File: config.mk
export PLATFORM = sky130hd
export DESIGN_NAME = sensor_mem_bridge
export DESIGN_NICKNAME = d
export VERILOG_FILES = /design/src/rtl/sensor_pkg.sv /design/src/rtl/sensor_stale_timer.sv /design/src/rtl/sensor_mem_bridge.sv
export SDC_FILE = /design/constraint.sdc
export NUM_CORES = 1
export LEC_CHECK = 0
export CORE_ASPECT_RATIO = 1.4
export CORE_UTILIZATION = 53
export DETAILED_ROUTE_END_ITERATION = 16
export GPL_TIMING_DRIVEN = 0
export PLACE_DENSITY = 0.82
export SETUP_SLACK_MARGIN = 0.3
export SLEW_MARGIN = 20
export SYNTH_ARGS = -nofsm -noshare
export SYNTH_HDL_FRONTEND = slang
export SYNTH_SLANG_ARGS = --single-unit
File: constraint.sdc
create_clock -name clock -period 3.4 [get_ports clock]
set_clock_uncertainty 0.15 [all_clocks]
set_input_delay 0.68 -clock clock [delete_from_list [all_inputs] [get_ports clock]]
set_output_delay 0.68 -clock clock [all_outputs]
set_load 0.03 [all_outputs]
File: src/rtl/sensor_pkg.sv
// Shared definitions for the DHT11 sensor-to-memory bridge:
// window offsets, status bit layout and bridge state encoding.
package sensor_pkg;

   localparam logic [15:0] HUM_OFS  = 16'd0;
   localparam logic [15:0] TMP_OFS  = 16'd1;
   localparam logic [15:0] CNT_OFS  = 16'd2;
   localparam logic [15:0] STAT_OFS = 16'd3;

   localparam int VALID_BIT   = 0;
   localparam int OVERRUN_BIT = 1;
   localparam int STALE_BIT   = 2;

   typedef enum logic [2:0] {
      ST_IDLE    = 3'd0,
      ST_WR_HUM  = 3'd1,
      ST_WR_TMP  = 3'd2,
      ST_WR_CNT  = 3'd3,
      ST_WR_STAT = 3'd4,
      ST_DONE    = 3'd5
   } state_e;

   function automatic logic [15:0] status_word(
      input logic stale,
      input logic overrun,
      input logic valid
   );
      logic [15:0] w;
      w              = '0;
      w[STALE_BIT]   = stale;
      w[OVERRUN_BIT] = overrun;
      w[VALID_BIT]   = valid;
      return w;
   endfunction

endpackage

File: src/rtl/sensor_stale_timer.sv
// Saturating cycle counter since the last captured reading;
// stale is high while the counter sits at its limit.
module sensor_stale_timer #(
   parameter int unsigned LIMIT = 300_000_000
) (
   input  logic clock,
   input  logic reset_n,
   input  logic clr,
   output logic stale
);

   localparam int W = $clog2(LIMIT + 1);
   localparam logic [W-1:0] MAX = W'(LIMIT);

   logic [W-1:0] cnt_q;
   logic [W-1:0] cnt_d;

   // Clear on capture, otherwise count up and hold at the limit.
   always_comb begin
      cnt_d = cnt_q;
      if (clr) begin
         cnt_d = '0;
      end else if (cnt_q != MAX) begin
         cnt_d = cnt_q + 1'b1;
      end
   end

   // Counter register.
   always_ff @(posedge clock) begin
      if (!reset_n) begin
         cnt_q <= '0;
      end else begin
         cnt_q <= cnt_d;
      end
   end

   assign stale = (cnt_q == MAX);

endmodule

File: src/rtl/sensor_mem_bridge.sv
// Copies each DHT11 reading, a sample count and a status word
// into a 4-word memory window, then pulses irq.
module sensor_mem_bridge
   import sensor_pkg::*;
#(
   parameter logic [15:0] BASE_ADDR    = 16'hFF00,
   parameter int unsigned STALE_CYCLES = 300_000_000
) (
   input  logic        clock,
   input  logic        reset_n,
   input  logic [15:0] sensor_data,
   input  logic        sensor_ready,
   output logic        mem_req,
   output logic        mem_we,
   output logic [15:0] mem_addr,
   output logic [15:0] mem_wdata,
   input  logic        mem_ack,
   output logic        irq,
   output logic        overrun,
   output logic        stale
);

   state_e      state_q, state_d;
   logic        ready_q, ready_d;
   logic [15:0] cap_q, cap_d;
   logic [15:0] pend_q, pend_d;
   logic        pending_q, pending_d;
   logic [15:0] sample_cnt_q, sample_cnt_d;
   logic        valid_q, valid_d;
   logic        overrun_q, overrun_d;
   logic        stale_reported_q, stale_reported_d;
   logic        mem_req_q, mem_req_d;
   logic [15:0] mem_addr_q, mem_addr_d;
   logic [15:0] mem_wdata_q, mem_wdata_d;
   logic        irq_q, irq_d;

   logic        new_rd;
   logic        ack;
   logic        busy;
   logic        load_cap;
   logic [15:0] cap_src;

   assign new_rd = sensor_ready & ~ready_q;
   assign ack    = mem_req_q & mem_ack;

   sensor_stale_timer #(
      .LIMIT(STALE_CYCLES)
   ) u_stale (
      .clock  (clock),
      .reset_n(reset_n),
      .clr    (load_cap),
      .stale  (stale)
   );

   // Next state, capture, buffering and status bookkeeping.
   always_comb begin
      state_d          = state_q;
      ready_d          = sensor_ready;
      cap_d            = cap_q;
      pend_d           = pend_q;
      pending_d        = pending_q;
      sample_cnt_d     = sample_cnt_q;
      valid_d          = valid_q;
      overrun_d        = overrun_q;
      stale_reported_d = stale_reported_q;
      load_cap         = 1'b0;
      cap_src          = sensor_data;
      busy             = (state_q inside
                          {ST_WR_HUM, ST_WR_TMP,
                           ST_WR_CNT, ST_WR_STAT});

      if (busy && new_rd) begin
         pend_d    = sensor_data;
         pending_d = 1'b1;
         if (pending_q) overrun_d = 1'b1;
      end

      unique case (state_q)
         ST_IDLE: begin
            if (new_rd) begin
               load_cap = 1'b1;
               state_d  = ST_WR_HUM;
            end else if (stale && !stale_reported_q) begin
               state_d = ST_WR_STAT;
            end
         end
         ST_WR_HUM: if (ack) state_d = ST_WR_TMP;
         ST_WR_TMP: if (ack) state_d = ST_WR_CNT;
         ST_WR_CNT: if (ack) state_d = ST_WR_STAT;
         ST_WR_STAT: begin
            if (ack) begin
               state_d          = ST_DONE;
               stale_reported_d = stale;
               // A loss in this same cycle must stay visible.
               if (!(new_rd && pending_q)) overrun_d = 1'b0;
            end
         end
         ST_DONE: begin
            if (pending_q) begin
               load_cap  = 1'b1;
               cap_src   = pend_q;
               pending_d = new_rd;
               if (new_rd) pend_d = sensor_data;
               state_d   = ST_WR_HUM;
            end else if (new_rd) begin
               load_cap = 1'b1;
               state_d  = ST_WR_HUM;
            end else begin
               state_d = ST_IDLE;
            end
         end
         default: state_d = ST_IDLE;
      endcase

      if (load_cap) begin
         cap_d            = cap_src;
         sample_cnt_d     = sample_cnt_q + 16'd1;
         valid_d          = 1'b1;
         stale_reported_d = 1'b0;
      end
   end

   // Bus outputs are loaded on word entry and held until the next state change.
   always_comb begin
      mem_req_d   = mem_req_q;
      mem_addr_d  = mem_addr_q;
      mem_wdata_d = mem_wdata_q;
      irq_d       = (state_d == ST_DONE);
      if (state_d != state_q) begin
         mem_req_d   = 1'b0;
         mem_addr_d  = '0;
         mem_wdata_d = '0;
         unique case (state_d)
            ST_WR_HUM: begin
               mem_req_d   = 1'b1;
               mem_addr_d  = BASE_ADDR + HUM_OFS;
               mem_wdata_d = {8'h00, cap_d[15:8]};
            end
            ST_WR_TMP: begin
               mem_req_d   = 1'b1;
               mem_addr_d  = BASE_ADDR + TMP_OFS;
               mem_wdata_d = {8'h00, cap_d[7:0]};
            end
            ST_WR_CNT: begin
               mem_req_d   = 1'b1;
               mem_addr_d  = BASE_ADDR + CNT_OFS;
               mem_wdata_d = sample_cnt_d;
            end
            ST_WR_STAT: begin
               mem_req_d   = 1'b1;
               mem_addr_d  = BASE_ADDR + STAT_OFS;
               mem_wdata_d = status_word(stale, overrun_d, valid_d);
            end
            default: ;
         endcase
      end
   end

   // State and output registers.
   always_ff @(posedge clock) begin
      if (!reset_n) begin
         state_q          <= ST_IDLE;
         ready_q          <= 1'b0;
         cap_q            <= '0;
         pend_q           <= '0;
         pending_q        <= 1'b0;
         sample_cnt_q     <= '0;
         valid_q          <= 1'b0;
         overrun_q        <= 1'b0;
         stale_reported_q <= 1'b0;
         mem_req_q        <= 1'b0;
         mem_addr_q       <= '0;
         mem_wdata_q      <= '0;
         irq_q            <= 1'b0;
      end else begin
         state_q          <= state_d;
         ready_q          <= ready_d;
         cap_q            <= cap_d;
         pend_q           <= pend_d;
         pending_q        <= pending_d;
         sample_cnt_q     <= sample_cnt_d;
         valid_q          <= valid_d;
         overrun_q        <= overrun_d;
         stale_reported_q <= stale_reported_d;
         mem_req_q        <= mem_req_d;
         mem_addr_q       <= mem_addr_d;
         mem_wdata_q      <= mem_wdata_d;
         irq_q            <= irq_d;
      end
   end

   assign mem_req   = mem_req_q;
   assign mem_we    = mem_req_q;
   assign mem_addr  = mem_addr_q;
   assign mem_wdata = mem_wdata_q;
   assign irq       = irq_q;
   assign overrun   = overrun_q;

endmodule

Yosys cells after proc, flatten, opt, wreduce, memory -nomap -nowiden --
Cells that the tools add are included. W data, S select, Z words.
Word-level totals: register bits 119, output and inout bits 37
Cells by class: add/sub/neg operators 2, eq/ne operators 13, multiplexer cells 32, bitwise logic cells 4, reductions and logical operators 9
Operators with widths (count):
- $mux W16 | 8
- $pmux W16 S4 | 2
- $add A29 B1 Y29 const B | 1
- $eq A29 B29 Y1 const B | 1
- $ne A29 B29 Y1 const B | 1
- $mux W3 | 6
- $pmux W3 S6 | 1
- $add A16 B1 Y16 const B | 1
- $mux W1 | 14
- $eq A3 B2 Y1 const B | 4
- $eq A3 B3 Y1 const B | 4
- $eq A3 B1 Y1 const B | 2
- $reduce_bool A4 Y1 | 1
- $reduce_or A4 Y1 | 1
- $logic_and A1 B1 Y1 | 3
- $logic_not A3 Y1 | 1
- $ne A3 B3 Y1 | 1
- $and A1 B1 Y1 | 2
- $not A1 Y1 | 2
- $pmux W1 S2 | 1
- $reduce_and A2 Y1 | 1
- $reduce_or A2 Y1 | 1
- $logic_not A1 Y1 | 1

Depth between registers and ports, before layout --
Gate-level depths: netlist of run 1.
depth in word-level cells 8, gate-level depth with buffers 10, gate-level depth less buffers 8

Modules after synthesis --
Synthesis of run 1 repeated with hierarchy kept, for this count alone.
Unflattened totals: cells, all modules 607, area, all modules 5283.8 sq um
Modules (own cells, without submodules):
- sensor_mem_bridge | instances 1, cells an instance 429, area an instance 3782.4 sq um, seq. area each 1521.5 sq um
- sensor_stale_timer | instances 1, cells an instance 178, area an instance 1501.4 sq um, seq. area each 580.6 sq um

Worst setup path before layout of run 1 --
OpenSTA, ideal clock, no wires.
path type register -> register, from register u_stale.cnt_q[2], to register mem_wdata_q[7], in the netlist mem_wdata[7], arrival 2.451 ns, path slack 0.671 ns, stages on the path, launching flop included 8, cells stage by stage dfxtp_1 or4b_4 or3_4 or4_4 and3b_1 buf_6 a222oi_1 o21ai_1
Between the ends: cells in the longest elaborated chain, start to end 7
RTL lines:
- start, declared | RTL line sensor_stale_timer.sv:15 | logic [W-1:0] cnt_q;
- start signal, assigned | RTL line sensor_stale_timer.sv:33 | cnt_q <= cnt_d;
- $eq A29 B29 Y1 * | RTL line sensor_stale_timer.sv:37 | assign stale = (cnt_q == MAX);
- $logic_and A1 B1 Y1 * | RTL line sensor_mem_bridge.sv:83 | end else if (stale && !stale_reported_q) begin
- $mux W3 * | RTL line sensor_mem_bridge.sv:83
- $mux W3 * | RTL line sensor_mem_bridge.sv:80 | if (new_rd) begin
- $pmux W3 S6 * | RTL line sensor_mem_bridge.sv:78 | unique case (state_q)
- $eq A3 B3 Y1, or another cell as far along | RTL line sensor_mem_bridge.sv:133 | unique case (state_d)
- $pmux W16 S4 | RTL line sensor_mem_bridge.sv:133
- end signal, assigned | RTL line sensor_mem_bridge.sv:187 | mem_wdata_q <= mem_wdata_d;
- end, declared | RTL line sensor_mem_bridge.sv:34 | logic [15:0] mem_wdata_q, mem_wdata_d;
Every way passes the cells marked *; elsewhere a longest branch is shown, timed or not. A chain may end at the register's enable or synchronous reset.

Final worst setup path of run 1 --
from input sensor_ready, to register mem_wdata_q[6], in the netlist mem_wdata[6]
Between the ends: cells in the longest elaborated chain, start to end 6
RTL lines:
- start, declared | RTL line sensor_mem_bridge.sv:12 | input logic sensor_ready,
- $and A1 B1 Y1 * | RTL line sensor_mem_bridge.sv:43 | assign new_rd = sensor_ready & ~ready_q;
- $mux W1 | RTL line sensor_mem_bridge.sv:80, sensor_mem_bridge.sv:105
- $mux W1 | RTL line sensor_mem_bridge.sv:99 | if (pending_q) begin
- $pmux W3 S6 / $pmux W1 S2 (equally long branches) | RTL line sensor_mem_bridge.sv:78
- $eq A3 B3 Y1, or another cell as far along | RTL line sensor_mem_bridge.sv:133
- $pmux W16 S4 | RTL line sensor_mem_bridge.sv:133
Marked as above.

==> metrics.txt, run 1 <==
# nets final 670; CP dominant cell by count buf_4; max-slew violations 0; top_reg_cell synth dfxtp_1; Iteration-0 DRC Markers about 220; antenna-violating nets left 0; outcome complete, but fails checks; Starting Density 54.8%; synth unique cells 60; vias in the first global route 4226; Ant. Diodes 0; via count 4353; Highest Signal Layer met4; routed len/inst about 16 microns; CP required 3.47 ns; Post-Route WL 11.8 mm; clk root buf clkbuf_16; Clock transition at path regs 0.07 ns; dpl hpwl 8.79 mm; final design utilization 65.9%; failing checks DRC; final worst-path cycle share between 80 and 90%; P&R area growth vs syn 20.3%; Hold Violations, Final 0; wire length on met2 6.14 mm; CTS Buf Count 9; GP Congestion 0.839; Hold WS approximately 0.30 ns; synthesized area per cell 8.58 sq um; fillcell total 748; CTS Hold Bufs 0; worst path bufs/invs 5; Syn Inst Count slightly below 600; gr ovfl total 0; register area share after synthesis a little over two fifths; slowest stage delay, CP 0.48 ns; Synth area leader dfxtp_1; share of cells above drive strength 1 under 10%; clk sinks about 110; delay-heaviest family, CP buffers and inverters; Worst Path Max Fanout 10; Fmax 336 MHz; Synth top area share ~42%; drt drc 6; standard-cell rows just over 40; drt pass-1 iters 11; die area 9790 sq um; register area between 2000 and 2500 sq um; clk_lat worst skew 0.35 ns; vias per inst 5.74; largest net degree at the start of global routing 17; H-tree Lvls 3; number of synthesized flops with an enable pin 0; met1 WL 4.80 mm; post-layout minimum cycle time 2.98 ns; RSZ-0062 raised after global routing yes; synthesized cell area 4980 sq um; top post-synthesis cells by area dfxtp_1, xnor2_1, nand2_1, nor2_1, nand3_1; multi-input logic area 2610 sq um; Cell Chain, Critical Path clkdlybuf4s50_1 -> nand2b_1 -> clkbuf_4 -> or4_1 -> buf_4 -> buf_4 -> buf_4 -> nand3_1 -> o21ai_0 -> a221oi_1 -> o21ai_0; Max VDD drop 324 uV; critical path arrival 3.05 ns; Synth async-reset ratio 0%; I/O pins 57; Yosys warning count 0; Max-cap violations 0; Die Y 117 microns; CP Launch Type primary input; min-delay worst type register to register; met3 WL 391 microns; flops & latches, synth 105; initial antenna violation count 0; Slew @ Worst Pin 0.678 ns; Critical Path End Type register; first-pass GRT wire length 19.7 mm; PortBufs 49; slowest library cell on the worst path clkdlybuf4s50_1; clock tree buffer depth 2; Final setup viols 0; CTS tree done; Pleak 2.20 nW; CP Class primary input to register; Core Box Area 9080 sq um; PD cells 449 nW/um^2; Rel. slew slack 54.5%; Chip Width 83.9 microns; GR Util All Layers 25.6%
## cell type report
class                      count  area share (%)
sequential                   105            35.1
tap                          107            2.24
buffer                        47            4.89
clock inverter                 5           0.940
inverter                      14           0.878
clock buffer                  10            3.99
multi-input combinational    419            43.5
timing repair buffer          51            8.44
## layer usage
metal / vias up / global-route usage (%)
met3: 36 / 2.76
met2: 125 / 47.3
met5: - / 0
met4: 0 / 17.2
li1: 2151 / -
met1: 2041 / 27.8
## worst min-delay path, cell delays in order (launching register included)
cell and delay (ns):
dfxtp_1 0.31, nand2_1 0.05, a21oi_1 0.05
## repair_timing
action / in CTS / in global routing
gates resized for setup: 4 / 22
buffers inserted: 0 / 2
endpoints found under the setup margin: 5 / 59
pin swaps: 0 / 3
## cells in the final DEF (no fill, tap or decap), types with 3 or more instances in the layout
cell and count:
nor4_1 5, nand4_1 13, nand3_1 38, ha_1 3
clkbuf_1 17, inv_1 12, nand2b_1 3, or3_1 4
nand2_1 59, o21ai_0 23, dfxtp_1 105, xor2_1 19
a32oi_1 4, and3_1 6, nor4b_1 5, a211oi_1 8
a221oi_1 3, mux2i_1 16, nor3_1 11, buf_4 21
a21oi_1 26, a222oi_1 3, clkbuf_16 9, nor2b_1 3
clkdlybuf4s50_1 48, a22oi_1 10, xnor2_1 26, nor2_1 54
conb_1 6, buf_6 4, and2_1 28
## per-stage QoR
step           total power, mW  TNS [ns]  setup WS [ns]  cell area, sq um  instances
4_1_cts                   2.69         0          0.337              5920        756
6_report                  2.69         0          0.423              5990        758
5_1_grt                   2.79         0          0.254              5990        758
2_1_floorplan             1.54         0          0.671              5000        585
3_3_place_gp              1.65    -0.439         -0.159              5620        741
3_5_place_dp              1.66     -1.09         -0.192              5620        741
## synth_stat cells (3+ instances only)
library cell	instances
buf_6	4
nand2_1	60
nor4b_1	5
a221oi_1	5
nand2b_1	3
a211oi_1	10
dfxtp_1	105
nand3_1	38
xnor2_1	26
xor2_1	19
or3_1	4
clkbuf_1	20
a32oi_1	4
mux2i_1	16
nor2b_1	3
a2111oi_0	4
buf_4	17
o21ai_0	24
nor2_1	55
a22oi_1	10
a222oi_1	3
a21oi_1	27
nor4_1	7
nand4_1	13
ha_1	3
and2_1	28
inv_1	12
nor3_1	11
and3_1	6
## logic make-up after synthesis
kind of cell / count (synthesis) / share of synthesized area (%)
AOI/OAI and AO/OA: 102 / 13.5
muxes: 17 / 3.44
and+or+nand+nor: 246 / 25.3
buffers and inverters: 61 / 6.74
adders and majority gates: 3 / 0.754
other: 1 / 0.0753
DFF: 105 / 42.2
xor gates and xnor gates: 45 / 7.92
## final timing paths
check                           slack (ns)             start            to  cells past startpoint
worst max-delay path                  0.42      sensor_ready  mem_wdata[6]                     11
worst min-delay path                  0.30          register      register                      2
worst max register to register        0.45  u_stale.cnt_q[2]  mem_wdata[7]                      7
worst min register to register        0.30          register      register                      2
## power breakdown
| part | internal, mW | switching [mW] |
|---|---|---|
| Combinational | 0.146 | 0.213 |
| Sequential | 1.27 | 0.0241 |
| Clock | 0.586 | 0.455 |
| Total | 2.00 | 0.693 |
No activity file was read; power rests on OpenSTA's default activity.
==> run 2, diff against run 1 <==
--- a/config.mk
+++ b/config.mk
@@ -10,7 +10,7 @@
 export DETAILED_ROUTE_END_ITERATION = 16
 export GPL_TIMING_DRIVEN = 0
 export PLACE_DENSITY = 0.82
-export SETUP_SLACK_MARGIN = 0.3
+export SETUP_SLACK_MARGIN = 0.1
 export SLEW_MARGIN = 20
 export SYNTH_ARGS = -nofsm -noshare
 export SYNTH_HDL_FRONTEND = slang
==> constraint.sdc (replaced) <==
create_clock -name clock -period 3.8 [get_ports clock]
set_clock_uncertainty 0.15 [all_clocks]
set_input_delay 0.76 -clock clock [delete_from_list [all_inputs] [get_ports clock]]
set_output_delay 0.76 -clock clock [all_outputs]
set_load 0.03 [all_outputs]
==> metrics.txt, run 2 (same netlist as run 1, synthesis figures left out) <==
dpl hpwl 8.79 mm; min-delay worst type register to register; post-layout minimum cycle time 3.38 ns; commonest cells after routing, fill and taps aside dfxtp_1, nand2_1, nor2_1; initial antenna violation count 0; Core Box Area 9080 sq um; # nets final 668; R2R Path Start u_stale.cnt_q[2]; largest net degree at the start of global routing 17; Worst R2R End mem_wdata[12]; Slew @ Worst Pin between 1 and 1.5 ns; first-pass GRT wire length 19.7 mm; outcome complete, but fails checks; RSZ-0062 raised after global routing no; CTS Buf Count 9; Worst Setup SP sensor_ready; Seq pwr share 48.2%; failing checks DRC; H-tree Lvls 3; GR Util All Layers 25.6%; die area 9790 sq um; CTS tree done; Ant. Diodes 0; clk sinks 105; post-CTS sizing 0; standard-cell rows 41; CP Launch Type primary input; antenna-violating nets left 0; postcts setup bufs 0; Placed Cells 741; Post-Route WL 11.8 mm; I/O pins 57; Sum Neg Setup Slack 0 ns; via count roughly 4400; max-slew violations 0; Die Y 117 microns; clock share of power around 39%; gr ovfl total 0; Net Switching a little over 0.6 mW; Chip Width around 84 microns; Worst Setup EP mem_wdata[1]; vias per inst 5.76; Starting Density 54.8%; Int Power 1.78 mW; drt drc 6; PortBufs 49; Clock transition at path regs around 0.07 ns; final worst-path cycle share 89.0%; Pleak between 2 and 2.5 nW; CP required just under 4 ns; reg-to-reg setup timing slack between 0.7 and 0.8 ns; CTS Hold Bufs 0; P&R area growth vs syn 18.9%; Critical Path End Type register; Iteration-0 DRC Markers between 200 and 250; share of cells above drive strength 1 about 7.6%; Max-cap violations 0; combinational share of power 13.1%; clock tree buffer depth 2; routed len/inst 15.6 microns; fillcell total between 700 and 800; Rel. slew slack 26.7%; PD cells 405 nW/um^2; critical path arrival approximately 3.4 ns; Final setup viols 0; GP Congestion ~0.84; vias in the first global route 4226; non-filler cells, final about 760; CP Class primary input to register; Worst Path Max Fanout 10; clk_lat worst skew roughly 0.35 ns; Fmax approximately 300 MHz; drt pass-1 iters 10; clk root buf clkbuf_16; Sw Share 25.6%; Hold Violations, Final 0; path depth of the worst reg2reg path 6; Max VDD drop 286 uV; most common cell after layout, fill and taps aside dfxtp_1
## run 2: per-stage QoR
stage / setup WS (ns) / hold slack, ns / instance area (sq um) / total power [mW] / utilization, %
floorplan: 1.01 / 0.286 / 5000 / 1.38 / -
global placement: 0.161 / 0.291 / 5620 / 1.48 / 61.9
detailed placement: 0.128 / 0.297 / 5620 / 1.49 / 61.9
CTS: 0.414 / 0.307 / 5920 / 2.41 / 65.2
global route: 0.240 / 0.326 / 5920 / 2.49 / 65.2
finish: 0.417 / 0.303 / 5920 / 2.40 / 65.2
## run 2: area by class of cell
cell class              count  area, sq um  area share, %
repair buffers             49          493           8.33
inverters                  14         52.6          0.888
well taps                 107          134           2.26
flip-flops and latches    105         2100           35.5
clock inverters             5         56.3          0.951
clock buffers              10          239           4.04
plain buffers              47          283           4.78
multi-input cells         419         2560           43.2
## run 2: critical path: stages
cell	delay, ns
clkdlybuf4s50_1	0.48
nand2b_1	0.06
clkbuf_4	0.17
or4_1	0.40
buf_4	0.18
clkbuf_1	0.24
buf_1	0.28
nand3_1	0.13
o21ai_0	0.12
a221oi_1	0.47
a22oi_1	0.13
## run 2: worst min-delay path by stage
stage | from | end | slack [ns] | depth (start not counted)
CTS | register | register | 0.31 | 2
floorplan | register | register | 0.29 | 2
detailed placement | register | register | 0.30 | 2
finish | register | register | 0.30 | 2
global route | register | register | 0.33 | 2
global placement | register | register | 0.29 | 2
## run 2: power by group through the flow
stage                     logic, mW  clock network, mW  registers (mW)
after floorplan               0.198                  0            1.18
after global placement        0.303                  0            1.18
after detailed placement      0.310                  0            1.18
after CTS                     0.311              0.943            1.15
after global routing          0.340              0.990            1.16
final                         0.314              0.928            1.15
## run 2: routing by layer
layer / vias up / wire length, microns / GRT usage, %
li1: 2147 / - / -
met1: 2061 / 4790 / 27.8
met2: 112 / 6160 / 47.4
met3: 32 / 362 / 2.76
met4: 0 / 516 / 17.1
met5: - / 0 / 0
==> run 3, diff against run 2 <==
--- a/config.mk
+++ b/config.mk
@@ -8,10 +8,8 @@
 export CORE_ASPECT_RATIO = 1.4
 export CORE_UTILIZATION = 53
 export DETAILED_ROUTE_END_ITERATION = 16
-export GPL_TIMING_DRIVEN = 0
 export PLACE_DENSITY = 0.82
 export SETUP_SLACK_MARGIN = 0.1
-export SLEW_MARGIN = 20
 export SYNTH_ARGS = -nofsm -noshare
 export SYNTH_HDL_FRONTEND = slang
 export SYNTH_SLANG_ARGS = --single-unit
==> constraint.sdc (replaced) <==
create_clock -name clock -period 4.05 [get_ports clock]
set_clock_uncertainty 0.15 [all_clocks]
set_input_delay 0.81 -clock clock [delete_from_list [all_inputs] [get_ports clock]]
set_output_delay 0.81 -clock clock [all_outputs]
set_load 0.03 [all_outputs]
==> metrics.txt, run 3 (same netlist as run 1, synthesis figures left out) <==
CP Launch Type register; Hold Violations, Final 0; outcome complete, but fails checks; PD cells 376 nW/um^2; Post-Route WL 11.3 mm; routed len/inst 15.7 microns; slowest stage delay, CP 0.74 ns; Max-cap violations 0; CTS Buf Count 9; CP required about 3 ns; commonest cells after routing, fill and taps aside dfxtp_1, nand2_1, nor2_1; P&R area growth vs syn 14.1%; Chip Width 83.9 microns; critical path arrival 2.60 ns; CTS tree done; Ant. Diodes 0; clock tree buffer depth 2; Pleak about 2.0 nW; gr ovfl total 0; # nets final 631; I/O pins 57; Cell Chain, Critical Path inv_1 -> ha_1 -> nor4bb_1 -> nand4_1 -> nor4_1 -> clkdlybuf4s50_1; non-filler cells, final about 700; H-tree Lvls 3; Final setup viols 0; Max VDD drop 239 uV; final worst-path cycle share 87.9%; antenna-violating nets left 0; post-layout minimum cycle time 3.56 ns; Placed Cells 704; via count 4215; GP Congestion 0.868; Slew @ Worst Pin between 1 and 1.5 ns; final design utilization a little over three fifths; Die Y 117 microns; die area just under 10000 sq um; Fmax 281 MHz; dpl hpwl 8.21 mm; Sum Neg Setup Slack 0 ns; drt drc 6; initial antenna violation count 0; Clock transition at path regs 0.07 ns; max-slew violations 0; Worst Path Max Fanout 4; DP Worst Slack 0.485 ns; PortBufs 50; GR Util All Layers 24.2%; Critical Path End Type primary output; most common cell after layout, fill and taps aside dfxtp_1; worst setup margin between 0.4 and 0.5 ns; clk_lat worst skew 0.35 ns; postcts setup bufs 0; clk sinks 105; Rel. slew slack 31.2%; Iteration-0 DRC Markers 192; Starting Density between 50 and 60%; clk root buf clkbuf_16; post-CTS sizing 0; slowest library cell on the worst path clkdlybuf4s50_1; failing checks DRC; CTS Hold Bufs 0; RSZ-0062 raised after global routing no; drt pass-1 iters 11; CP Class register to primary output; min-delay worst type register to register; vias per inst between 5 and 6; first-pass GRT wire length around 19 mm; fillcell total 748; vias in the first global route around 4000; largest net degree at the start of global routing 37; share of cells above drive strength 1 5.22%; standard-cell rows 41; Core Box Area 9080 sq um
[run 3: cell count changes in the layout (fill, tap and decap cells not counted), moves of 2 or more]
cell             before  now
buf_2                 2    0
clkbuf_1             20    3
buf_6                 4    0
buf_4                17    9
clkdlybuf4s50_1      48   50
buf_1                 2    0
[run 3: metrics by stage]
stage,cell area [sq um],power [mW],hold slack (ns)
finish,5680,2.14,0.304
global route,5680,2.22,0.334
CTS,5680,2.15,0.308
detailed placement,5420,1.37,0.298
global placement,5420,1.36,0.291
floorplan,5000,1.30,0.286
[run 3: final timing paths]
check / cells after the start / slack (ns) / startpoint / endpoint
setup / recovery: 6 / 0.49 / u_stale.cnt_q[0] / stale
hold / removal: 2 / 0.30 / register / register
hold reg to reg: 2 / 0.30 / register / register
setup reg to reg: 6 / 1.05 / u_stale.cnt_q[2] / mem_wdata[10]
[run 3: layer usage]
| layer | track usage [%] | share of wire (%) | wire length (microns) |
|---|---|---|---|
| met1 | 25.8 | 39 | 4450 |
| met2 | 44.5 | 52 | 5890 |
| met3 | 4.59 | 4.4 | 494 |
| met4 | 15.2 | 4.4 | 493 |
| met5 | 0 | 0 | 0 |
[run 3: layout make-up]
cell class | instances | area (sq um) | share of cell area [%]
clock buffers | 12 | 236 | 4.16
repair buffers | 59 | 568 | 10.0
clock inverters | 4 | 28.8 | 0.507
multi-input cells | 419 | 2560 | 45.0
inverters | 14 | 52.6 | 0.925
well taps | 107 | 134 | 2.36
flip-flops and latches | 105 | 2100 | 37.0
[run 3: report_power, final]
group	leakage [nW]	internal (mW)	switching, mW
Clock	0.123	0.419	0.373
Sequential	0.851	1.06	0.0235
Combinational	1.06	0.0959	0.163
[run 3: critical path, delay by kind of cell, from the launching register on]
kind / cells / cell delay, ns
adder cells (fa/ha/maj): 1 / 0.18
buffers and inverters: 2 / 0.83
flip-flops: 1 / 0.33
AND/OR/NAND/NOR: 3 / 0.92
